--- config.mk ---
export PLATFORM = sky130hd
export DESIGN_NAME = cache_fill_fsm
export DESIGN_NICKNAME = d
export VERILOG_FILES = /design/src/rtl/cache_fill_fsm.sv
export SDC_FILE = /design/constraint.sdc
export NUM_CORES = 1
export LEC_CHECK = 0
export BUFFER_PORTS_ARGS = -buffer_cell sky130_fd_sc_hd__buf_2
export CAP_MARGIN = 25
export CORE_MARGIN = 4
export CORE_UTILIZATION = 30
export DETAILED_ROUTE_END_ITERATION = 10
export GPL_TIMING_DRIVEN = 1
export SYNTH_ARGS = -nofsm -noshare
export SYNTH_HDL_FRONTEND = slang
export SYNTH_SLANG_ARGS = --single-unit
--- constraint.sdc ---
create_clock -name clk -period 2.3 [get_ports clk]
set_clock_uncertainty 0.1 [all_clocks]
set_input_delay 0.115 -clock clk [delete_from_list [all_inputs] [get_ports clk]]
set_output_delay 0.115 -clock clk [all_outputs]
set_load 0.1 [all_outputs]
--- src/rtl/cache_fill_fsm.sv ---
// Cache miss fill controller: arbitrates for the memory port and streams an 8-word block into the cache.
// Optional completed-fill counter on fill_count when CACHE_FILL_MISS_CNT_EN is defined.
module cache_fill_fsm #(
  parameter int ADDR_WIDTH = 16
) (
  input  logic                  clk,
  input  logic                  rst,
  input  logic                  miss_detected,
  input  logic [ADDR_WIDTH-1:0] miss_address,
  input  logic                  mem_grant,
  input  logic                  memory_data_valid,
  input  logic [15:0]           memory_data,
  output logic                  fsm_busy,
  output logic                  mem_req,
  output logic                  mem_read,
  output logic [ADDR_WIDTH-1:0] memory_address,
  output logic                  write_data_array,
  output logic                  write_tag_array,
  output logic [ADDR_WIDTH-1:0] cache_addr
`ifdef CACHE_FILL_MISS_CNT_EN
  ,
  output logic [15:0]           fill_count
`endif
);

  typedef enum logic [1:0] {IDLE, REQ, FILL} state_t;

  state_t                state;
  logic [ADDR_WIDTH-5:0] blk;
  logic [3:0]            issue_cnt;
  logic [2:0]            recv_cnt;
  logic                  in_fill;

  // Word data goes straight from memory to the cache; only the strobes are ours.
  logic unused_ok;
  assign unused_ok = ^{memory_data, miss_address[3:0]};

  assign in_fill          = (state == FILL);
  assign mem_read         = in_fill & mem_grant & ~issue_cnt[3];
  assign write_data_array = in_fill & memory_data_valid;
  assign write_tag_array  = write_data_array & (recv_cnt == 3'd7);
  assign memory_address   = {blk, issue_cnt[2:0], 1'b0};
  assign cache_addr       = {blk, recv_cnt, 1'b0};

  always_ff @(posedge clk or posedge rst) begin
    if (rst) begin
      state     <= IDLE;
      blk       <= '0;
      issue_cnt <= '0;
      recv_cnt  <= '0;
      fsm_busy  <= 1'b0;
      mem_req   <= 1'b0;
    end else begin
      case (state)
        IDLE: if (miss_detected) begin
          blk       <= miss_address[ADDR_WIDTH-1:4];
          issue_cnt <= '0;
          recv_cnt  <= '0;
          fsm_busy  <= 1'b1;
          mem_req   <= 1'b1;
          state     <= REQ;
        end
        REQ: if (mem_grant) state <= FILL;
        FILL: begin
          // Grant loss only pauses issue; in-flight returns are still written.
          if (mem_read)         issue_cnt <= issue_cnt + 4'd1;
          if (write_data_array) recv_cnt  <= recv_cnt + 3'd1;
          if (write_tag_array) begin
            fsm_busy <= 1'b0;
            mem_req  <= 1'b0;
            state    <= IDLE;
          end
        end
        default: state <= IDLE;
      endcase
    end
  end

`ifdef CACHE_FILL_MISS_CNT_EN
  always_ff @(posedge clk or posedge rst) begin
    if (rst)                  fill_count <= '0;
    else if (write_tag_array) fill_count <= fill_count + 16'd1;
  end
`endif

endmodule

After elaboration in Yosys (flattened, before gate mapping)
Cells that the tools add are included.
{ "classes": {"addsub": 2, "eq_ne": 8, "n_mux": 13, "bitwise_logic": 5, "reduce_logical": 7} }
{ "ops": {"columns": ["cell", "count"], "rows": [
  ["$reduce_and A3 Y1", 4],
  ["$ne A2 B2 Y1 const B", 5],
  ["$mux W4", 2],
  ["$pmux W4 S2", 1],
  ["$mux W2", 3],
  ["$mux W3", 2],
  ["$pmux W2 S3", 1],
  ["$pmux W3 S2", 1],
  ["$add A4 B1 Y4 const B", 1],
  ["$and A1 B1 Y1", 4],
  ["$add A3 B1 Y3 const B", 1],
  ["$eq A3 B3 Y1 const B", 1],
  ["$eq A2 B1 Y1 const B", 1],
  ["$eq A2 B2 Y1 const B", 1],
  ["$logic_not A2 Y1", 1],
  ["$mux W1", 2],
  ["$pmux W1 S2", 1],
  ["$reduce_and A2 Y1", 1],
  ["$reduce_bool A2 Y1", 1],
  ["$not A1 Y1", 1]
]} }
{ "totals": {"regBits": 22, "input_bits": 37, "out_inout_bits": 37, "elab_cells": 40} }

Longest topological paths before layout
Gate-level depths: netlist of run 1.
{ "logic_depth": {"depth_word": 5, "mapped_depth": 5} }

Worst setup path before layout of run 1
Ideal clock, no wire load.
{ "synth_timing": {"kind": "flip-flop to flip-flop", "startpoint": "register recv_cnt[1]", "endpoint": "register mem_req", "setup_time_ps": 162, "arrival_ps": 2260, "setup_slack_ps": -222, "stages_incl_launch_ff": 5, "synth_period_minus_slack_ps": 2522, "path_cell_list": "dfrtp_1 -> ha_1 -> ha_1 -> and3_1 -> nor2_1"} }
{ "synth_between": {"elab_chain_len": 4} }
{ "synth_lines": {"columns": ["element", "line", "source"], "rows": [
  ["from (decl)", "31", "logic [2:0] recv_cnt;"],
  ["from (signal assigned)", "67", "if (write_data_array) recv_cnt <= recv_cnt + 3'd1;"],
  ["$eq A3 B3 Y1", "41", "assign write_tag_array = write_data_array & (recv_cnt == 3'd7);"],
  ["$and A1 B1 Y1", "41", null],
  ["named net write_tag_array", "18", "output logic write_tag_array,"],
  ["$ne A2 B2 Y1 (no source line)", null, null],
  ["$reduce_and A3 Y1 (no source line)", null, null],
  ["to (signal assigned)", "52", "mem_req <= 1'b0;"],
  ["to (signal assigned)", "60", "mem_req <= 1'b1;"],
  ["to (signal assigned)", "70", "mem_req <= 1'b0;"],
  ["to (decl)", "14", "output logic mem_req,"]
]} }
The timed path passes the listed nets, and every way through them passes these cells.
A chain may end at the register's enable or synchronous reset.

Final worst setup path of run 1
{ "layout_timing": {"startpoint": "register state[1]", "endpoint": "output port mem_read"} }
{ "layout_between": {"elab_chain_len": 3} }
{ "layout_lines": {"columns": ["element", "line", "source"], "rows": [
  ["from (decl)", "28", "state_t state;"],
  ["from (signal assigned)", "47", "state <= IDLE;"],
  ["from (signal assigned)", "61", "state <= REQ;"],
  ["from (signal assigned)", "63", "REQ: if (mem_grant) state <= FILL;"],
  ["$eq A2 B2 Y1", "38", "assign in_fill = (state == FILL);"],
  ["$and A1 B1 Y1 (2 in a row)", "39", "assign mem_read = in_fill & mem_grant & ~issue_cnt[3];"],
  ["to (decl)", "15", "output logic mem_read,"]
]} }
Every way passes these cells.

==> metrics, run 1 <==
status=finished clean; DRT Wirelength=2400 um; reg2reg start=state[1]$_DFFE_PP0P_; RSZ-0062 raised after global routing=no; n_diodes=0; Clk Latency, worst-skew pair=~0.26 ns; chip height=a little under 70 um; Max Root-Sink Buffers=2; clock tree sinks=22; WS Path Type=reg2out; drt pass-1 iters=2; ys async rst share=1.00; Yosys reg bits=22; Vias/cell=4.35; final critical-path required period=1.91 ns; simple-gate share of the synthesized area=0.0992; # setup viols final=0; routability cong.=0.744; Area contributors post-synth=dfrtp_1 (49%), mux2_2 (13%), buf_4 (13%); dpl hpwl=1710 um; Rows=22; mux contribution to synthesized area=0.151; Net count, final=184; antenna violations before repair=0; Slowest cell on crit path=dfrtp_1; Netlist cell types=27; R2R depth=3; die width=approximately 70 um; WP data required=2.09 ns; Post-synth EDFFs=0; largest net degree at the start of global routing=23; CTS clk-pin slew, worst paths=approximately 0.08 ns; Syn Area/Cell=12.2 sq um; CP max stage delay=around 0.62 ns; yosys warns=0; Slew @ Worst Pin=0.840 ns; synthesized instance count=93; Core Area=0.00366 sq mm; Detail Route Antenna Nets=0; compound-gate portion of the synthesized area=0.0728; Slew Limit Fails=0; fin cells=191; DRT iter0 DRCs=3; # DRC=0; routed len/inst=12.6 um; cell family with most CP delay=buffers and inverters; Placed Cells=174; Min-Delay Path Class=in2reg; Yosys top cell by area=dfrtp_1; setup slack, reg-to-reg=about 0.74 ns; worst path cell trace=nand4bb_1, inv_1, buf_2; CTS Buf Count=3; largest family of logic cells by synthesized area=buffers and inverters; CP Max Fanout=13; fmax=523 MHz; Initial Utilization=0.310; WP buf/inv=2; CTS tree=yes; Worst EP arrival=roughly 1.7 ns; H-Tree Depth=1; GRT Util Overall=0.107; Yosys top cell area share=0.485; die area=approximately 0.0048 sq mm; Hold Path Cell Cnt=3; Area Overhead vs Synth=31.3%; worst r2r dst=blk[7]$_DFFE_PP0P_; maxcap violations=0; Final Hold Viols=0; Synth Flop Type=dfrtp_1; Hold WS=0.0231 ns; Adder-Cell Fraction of Synth Area=0.0331; max_slew headroom=0.439; setup tns final=0 ns; Vias=~830; Synth Area in XOR/XNOR=0; Hold EP=state[1]$_DFFE_PP0P_; register area share after synthesis=0.485; first-pass GRT wire length=4130 um; hold path start=mem_grant; Root Driver=clkbuf_8; CP Capture Type=primary output; Tcrit/Tclk final=0.832; vias in the first global route=856; Critical Path Start Type=register; cell area after synthesis=0.00113 sq mm; I/O pin count=between 70 and 80; IO Port Bufs=about 50; GRT overflow=0; share of layout cells above drive strength 1=0.531
-- how the worst max path moves through the flow --
| stage | start | endpoint | slack, ns | cells after the start |
|---|---|---|---|---|
| floorplan | recv_cnt[1]$_DFFE_PP0P_ | mem_req$_DFFE_PP0P_ | 0.1 | 4 |
| global placement | state[0]$_DFFE_PP0P_ | write_tag_array | 0.69 | 3 |
| detailed placement | state[0]$_DFFE_PP0P_ | write_tag_array | 0.68 | 3 |
| CTS | state[0]$_DFFE_PP0P_ | write_tag_array | 0.37 | 3 |
| global route | state[1]$_DFFE_PP0P_ | mem_read | 0.26 | 3 |
| finish | state[1]$_DFFE_PP0P_ | mem_read | 0.39 | 3 |
-- tightest hold or removal path, cell delays in order --
cell      delay (ns)
buf_2           0.10
nand3b_1        0.06
o21ai_0         0.07
-- final cells by class --
type | instances | area (sq um)
Sequential cell | 22 | 551
Inverter | 3 | 11.3
Clock buffer | 4 | 55.1
Multi-Input combinational cell | 48 | 413
Timing Repair Buffer | 66 | 400
Fill cell | 339 | 2170
Tap cell | 48 | 60.1
-- state kept, by name (all words and copies together), names as in the netlist --
name,flops
state,2
issue_cnt,4
mem_req,1
blk,12
recv_cnt,3
-- metal layers --
layer	routed length [um]	part of all wire	track usage
met5	0	0	0
met4	34	0.014	0.0521
met3	189	0.079	0.0232
met2	1200	0.50	0.184
met1	978	0.41	0.124
-- synth_stat cells (2+ instances only) --
library cell  count
a22o_1            4
buf_4            19
buf_6             2
dfrtp_1          22
ha_1              3
inv_1             3
mux2_2           13
nand2_1           4
nand3b_1          2
nor2_1            3
o21ai_0           2
-- per-stage QoR --
stage	setup slack [ns]	instance area (sq um)	utilization
2_1_floorplan	0.0978	1140	-
3_3_place_gp	0.692	1310	0.356
3_5_place_dp	0.677	1310	0.356
4_1_cts	0.374	1490	0.407
5_1_grt	0.264	1490	0.407
6_report	0.387	1490	0.407
-- cells in the final DEF (no fill, tap or decap), types with 2 or more instances in the layout --
cell type	synthesis	layout
buf_2	0	51
dfrtp_1	22	22
mux2_2	13	13
dlygate4sd3_1	0	13
a22o_1	4	4
nand2_1	4	4
clkbuf_8	0	4
inv_1	3	3
nor2_1	3	3
ha_1	3	3
nand3b_1	2	2
o21ai_0	2	2
conb_1	1	2
buf_4	19	2
-- cells by family after synthesis --
group | after synthesis
AO/OA/AOI/OAI | 11
multiplexers | 15
buffers and inverters | 24
AND/OR/NAND/NOR | 17
adder cells (fa/ha/maj) | 3
flip-flops | 22
other | 1
-- repair_timing --
| item | CTS | global route |
|---|---|---|
| resized for setup | 0 | 0 |
| buffers inserted | 0 | 0 |
| hold endpoints to repair | 34 | 0 |
| hold buffers | 13 | 0 |
Power of run 1 is not shown: default switching activity piles up to over one toggle a cycle in this logic, so the estimate is an artifact.
==> run 2, diff against run 1 <==
==> constraint.sdc (replaced) <==
create_clock -name clk -period 1.6 [get_ports clk]
set_clock_uncertainty 0.1 [all_clocks]
set_input_delay 0.08 -clock clk [delete_from_list [all_inputs] [get_ports clk]]
set_output_delay 0.08 -clock clk [all_outputs]
set_load 0.1 [all_outputs]
==> run 2 against run 1 <==
Worst hold slack gained 0.0070 ns. First-iteration DRC count grew to 3.0 times the previous value. Sequential share of layout area shrank 2.9 points. Critical path depth grew 1.
==> metrics, run 2 (synthesized netlist as in run 1, its figures left out) <==
status=finished clean; CTS Buf Count=3; WP data required=1.42 ns; # setup viols final=0; Vias=851; largest registers=blk: 12 flops, issue_cnt: 4 flops, recv_cnt: 3 flops; CP Max Fanout=2; RSZ-0062 raised after global routing=yes; Initial Utilization=0.310; Hold EP=state[1]$_DFFE_PP0P_; final critical-path required period=between 1.5 and 2 ns; maxcap violations=0; Rows=22; CP Capture Type=primary output; GRT overflow=0; max FFs per register=12; IO Port Bufs=51; Slowest cell on crit path=dfrtp_4; DRT iter0 DRCs=9; Detail Route Antenna Nets=0; fmax=637 MHz; dpl hpwl=roughly 1800 um; Root Driver=clkbuf_8; register area=561 sq um; first-pass GRT wire length=4030 um; Critical Path Start Type=register; # DRC=0; Clk Latency, worst-skew pair=0.25 ns; most common cell after layout, fill and taps aside=buf_2; Vias/cell=approximately 4.3; I/O pin count=74; die width=69.5 um; Worst path most repeated cell=ha_4; worst r2r dst=blk[2]$_DFFE_PP0P_; setup slack, reg-to-reg=0.16 ns; reg2reg start=state[0]$_DFFE_PP0P_; R2R depth=3; Reg with most FFs=blk; max_slew headroom=0.636; commonest non-fill, non-tap cells in the layout=buf_2 (48), dfrtp_1 (18), mux2_2 (13), dlygate4sd3_1 (13), buf_4 (6); Hold Path Cell Cnt=3; hold path start=mem_grant; Net count, final=190; n_diodes=0; fillers=340; CP max stage delay=~0.50 ns; largest net degree at the start of global routing=15; routed len/inst=approximately 12 um; Max Root-Sink Buffers=2; WS Path Type=reg2out; cell family with most CP delay=flip-flops; worst path cell trace=ha_4, ha_4, and3_4, buf_12; Slew Limit Fails=0; Tcrit/Tclk final=0.982; CTS clk-pin slew, worst paths=0.08 ns; Placed Cells=177; share of layout cells above drive strength 1=0.604; clock tree sinks=22; routability cong.=0.767; WP buf/inv=1; DRT Wirelength=2420 um; fin cells=197; chip height=just under 70 um; die area=roughly 0.0048 sq mm; GRT Util Overall=0.103; Worst EP arrival=1.39 ns; Min-Delay Path Class=in2reg; Final Hold Viols=0; vias in the first global route=847; Area Overhead vs Synth=45.1%; antenna violations before repair=0; Slew @ Worst Pin=about 0.54 ns; Core Area=0.00366 sq mm; CTS tree=yes; drt pass-1 iters=2; H-Tree Depth=1; Multi-input gate area=459 sq um
-- run 2: cell count changes in the layout (fill, tap and decap cells not counted), sizes merged --
cell,previous run,this run
clkinvlp,0,1
buf,53,59
inv,3,2
-- run 2: cell type report --
cell class	instances	area share
timing repair buffer	72	0.308
clock buffer	4	0.0274
multi-input combinational	48	0.279
inverter	3	0.00912
tap	48	0.0365
sequential	22	0.340
-- run 2: tightest hold or removal path, stage by stage --
cell,delay [ns]
buf_2,0.12
nand3b_1,0.07
o21ai_0,0.07
-- run 2: worst max path at each step --
| stage | start | end | slack (ns) | depth (start not counted) |
|---|---|---|---|---|
| 6_report | recv_cnt[0]$_DFFE_PP0P_ | write_tag_array | 0.03 | 4 |
| 3_5_place_dp | state[0]$_DFFE_PP0P_ | blk[1]$_DFFE_PP0P_ | 0.15 | 3 |
| 5_1_grt | recv_cnt[0]$_DFFE_PP0P_ | write_tag_array | -0.01 | 4 |
| 2_1_floorplan | state[0]$_DFFE_PP0P_ | issue_cnt[0]$_DFFE_PP0P_ | -0.11 | 4 |
| 3_3_place_gp | state[0]$_DFFE_PP0P_ | blk[3]$_DFFE_PP0P_ | 0.17 | 3 |
| 4_1_cts | recv_cnt[1]$_DFFE_PP0P_ | write_tag_array | 0.001 | 4 |
-- run 2: timing repair --
item	4_1_cts	5_1_grt
setup endpoints to repair	0	3
gates resized for setup	0	2
buffers inserted	0	3
hold buffers	13	0
hold endpoints to repair	25	0
-- run 2: routing by layer --
metal  wire, um  global-route usage  up-vias
met4         34              0.0542        0
li1           -                   -      412
met2       1170               0.175       36
met3        189              0.0275        2
met5          0                   0        -
met1       1030               0.119      401
-- run 2: stage by stage --
step	utilization	TNS, ns	worst slack (ns)	cell area, sq um	hold slack [ns]
floorplan	-	-0.249	-0.109	1200	-0.0308
global placement	0.394	0	0.172	1440	0.0502
detailed placement	0.394	0	0.146	1440	0.0616
global route	0.450	-0.0123	-0.0121	1650	0.0380
finish	0.450	0	0.0292	1650	0.0301
CTS	0.442	0	0.000994	1620	0.0260
Power of run 2 is left out for the same reason.
==> run 3, diff against run 2 <==
--- a/config.mk
+++ b/config.mk
@@ -11,6 +11,7 @@
 export CORE_UTILIZATION = 30
 export DETAILED_ROUTE_END_ITERATION = 10
 export GPL_TIMING_DRIVEN = 1
+export RECOVER_POWER = 50
 export SYNTH_ARGS = -nofsm -noshare
 export SYNTH_HDL_FRONTEND = slang
 export SYNTH_SLANG_ARGS = --single-unit
==> run 3 against run 2 <==
Non-clock buffer count is the same. Register-to-register slack is essentially flat. Sequential cell count is the same. Die area is the same. First-iteration DRC count shrank 44%. Wire length shrank 0.46%. Cell count is the same. Maximum frequency is essentially flat. Via count grew 0.12%. Worst hold slack is the same. Critical path type unchanged. Critical endpoint unchanged. Highest routed layer unchanged.
==> metrics, run 3 (synthesized netlist as in run 1, its figures left out) <==
CTS tree=yes; CP Capture Type=primary output; CP Max Fanout=2; share of layout cells above drive strength 1=0.604; dpl hpwl=1790 um; Max Root-Sink Buffers=2; WP data required=around 1.4 ns; Clk Latency, worst-skew pair=0.25 ns; commonest non-fill, non-tap cells in the layout=buf_2 (33), dfrtp_1 (18), clkbuf_2 (16); Worst EP arrival=1.39 ns; RSZ-0062 raised after global routing=yes; Initial Utilization=0.310; worst path cell trace=ha_4, ha_4, and3_4, buf_12; first-pass GRT wire length=between 4000 and 5000 um; Area Overhead vs Synth=44.9%; setup tns final=0 ns; routability cong.=0.767; Vias/cell=between 4 and 5; DRT iter0 DRCs=5; Slew Limit Fails=0; most common cell after layout, fill and taps aside=buf_2; WS Path Type=reg2out; die width=between 60 and 70 um; largest registers=blk: 12 flops, issue_cnt: 4 flops, recv_cnt: 3 flops; Rows=22; # DRC=0; CP startpoint=recv_cnt[0]$_DFFE_PP0P_; Vias=between 800 and 900; Final Hold Viols=0; hold path start=mem_grant; die area=approximately 0.0048 sq mm; n_diodes=0; GRT overflow=0; status=finished clean; Detail Route Antenna Nets=0; routed len/inst=12.2 um; Slowest cell on crit path=dfrtp_4; H-Tree Depth=1; Worst path most repeated cell=ha_4; Core Area=around 0.0037 sq mm; Slew @ Worst Pin=0.552 ns; chip height=69.5 um; DRT Wirelength=2410 um; Tcrit/Tclk final=0.982; Root Driver=clkbuf_8; Critical Path Start Type=register; Reg with most FFs=blk; maxcap violations=0; Net count, final=190; # setup viols final=0; drt pass-1 iters=2; I/O pin count=74; GRT Util Overall=0.103; CP max stage delay=0.50 ns; max_slew headroom=0.634; IO Port Bufs=51; clock tree sinks=22; CTS Buf Count=3; Placed Cells=177; reg2reg start=state[0]$_DFFE_PP0P_; antenna violations before repair=0; Min-Delay Path Class=in2reg; fmax=637 MHz; final critical-path required period=~1.6 ns; vias in the first global route=847; CTS clk-pin slew, worst paths=0.08 ns; fin cells=197; largest net degree at the start of global routing=15; max FFs per register=12
run 3: changes by cell type in the layout (fill, tap and decap cells not counted), sizes merged:
| cell | previous run | this run |
|---|---|---|
| clkbuf | 4 | 20 |
| buf | 59 | 43 |
run 3: layout make-up:
cell class	count	area, sq um
multi-input combinational	48	459
sequential	22	561
timing repair buffer	72	504
inverter	3	15.0
clock buffer	4	45.0
tap	48	60.1
fill	339	2020
run 3: critical path, delay by kind of cell, from the launching register on:
kind	cells	cell delay [ns]
simple gates	1	0.15
flops	1	0.50
fa+ha+maj	2	0.32
buf+inv	1	0.16
run 3: repair_timing:
item                                    4_1_cts  5_1_grt
endpoints found under the hold margin        25        0
resized for setup                             0        2
buffers inserted                              0        3
endpoints found under the setup margin        0        3
hold buffers                                 13        0
run 3: path summary, 6_finish.rpt:
| kind | to | slack [ns] | cells past startpoint |
|---|---|---|---|
| min | state[1]$_DFFE_PP0P_ | 0.03 | 3 |
| min in group asynchronous | blk[4]$_DFFE_PP0P_ | 0.31 | 3 |
| max in group asynchronous | blk[10]$_DFFE_PP0P_ | 0.47 | 4 |
| max | write_tag_array | 0.03 | 4 |
| max reg2reg | blk[2]$_DFFE_PP0P_ | 0.16 | 3 |
| min reg2reg | issue_cnt[2]$_DFFE_PP0P_ | 0.40 | 1 |
run 3: routing by layer:
metal  vias up  wire (um)  global-route usage
met5         -          0                   0
met4         0         34              0.0542
met3         2        186              0.0275
met2        36       1170               0.175
met1       403       1020               0.119
li1        411          -                   -
run 3: stage by stage:
| stage | setup slack (ns) | instance area [sq um] | utilization | hold WS (ns) |
|---|---|---|---|---|
| 2_1_floorplan | -0.109 | 1200 | - | -0.0308 |
| 3_3_place_gp | 0.172 | 1440 | 0.394 | 0.0502 |
| 3_5_place_dp | 0.146 | 1440 | 0.394 | 0.0616 |
| 4_1_cts | 0.000994 | 1620 | 0.442 | 0.0260 |
| 5_1_grt | -0.0121 | 1640 | 0.449 | 0.0380 |
| 6_report | 0.0292 | 1640 | 0.449 | 0.0301 |
Power of run 3 is left out for the same reason.
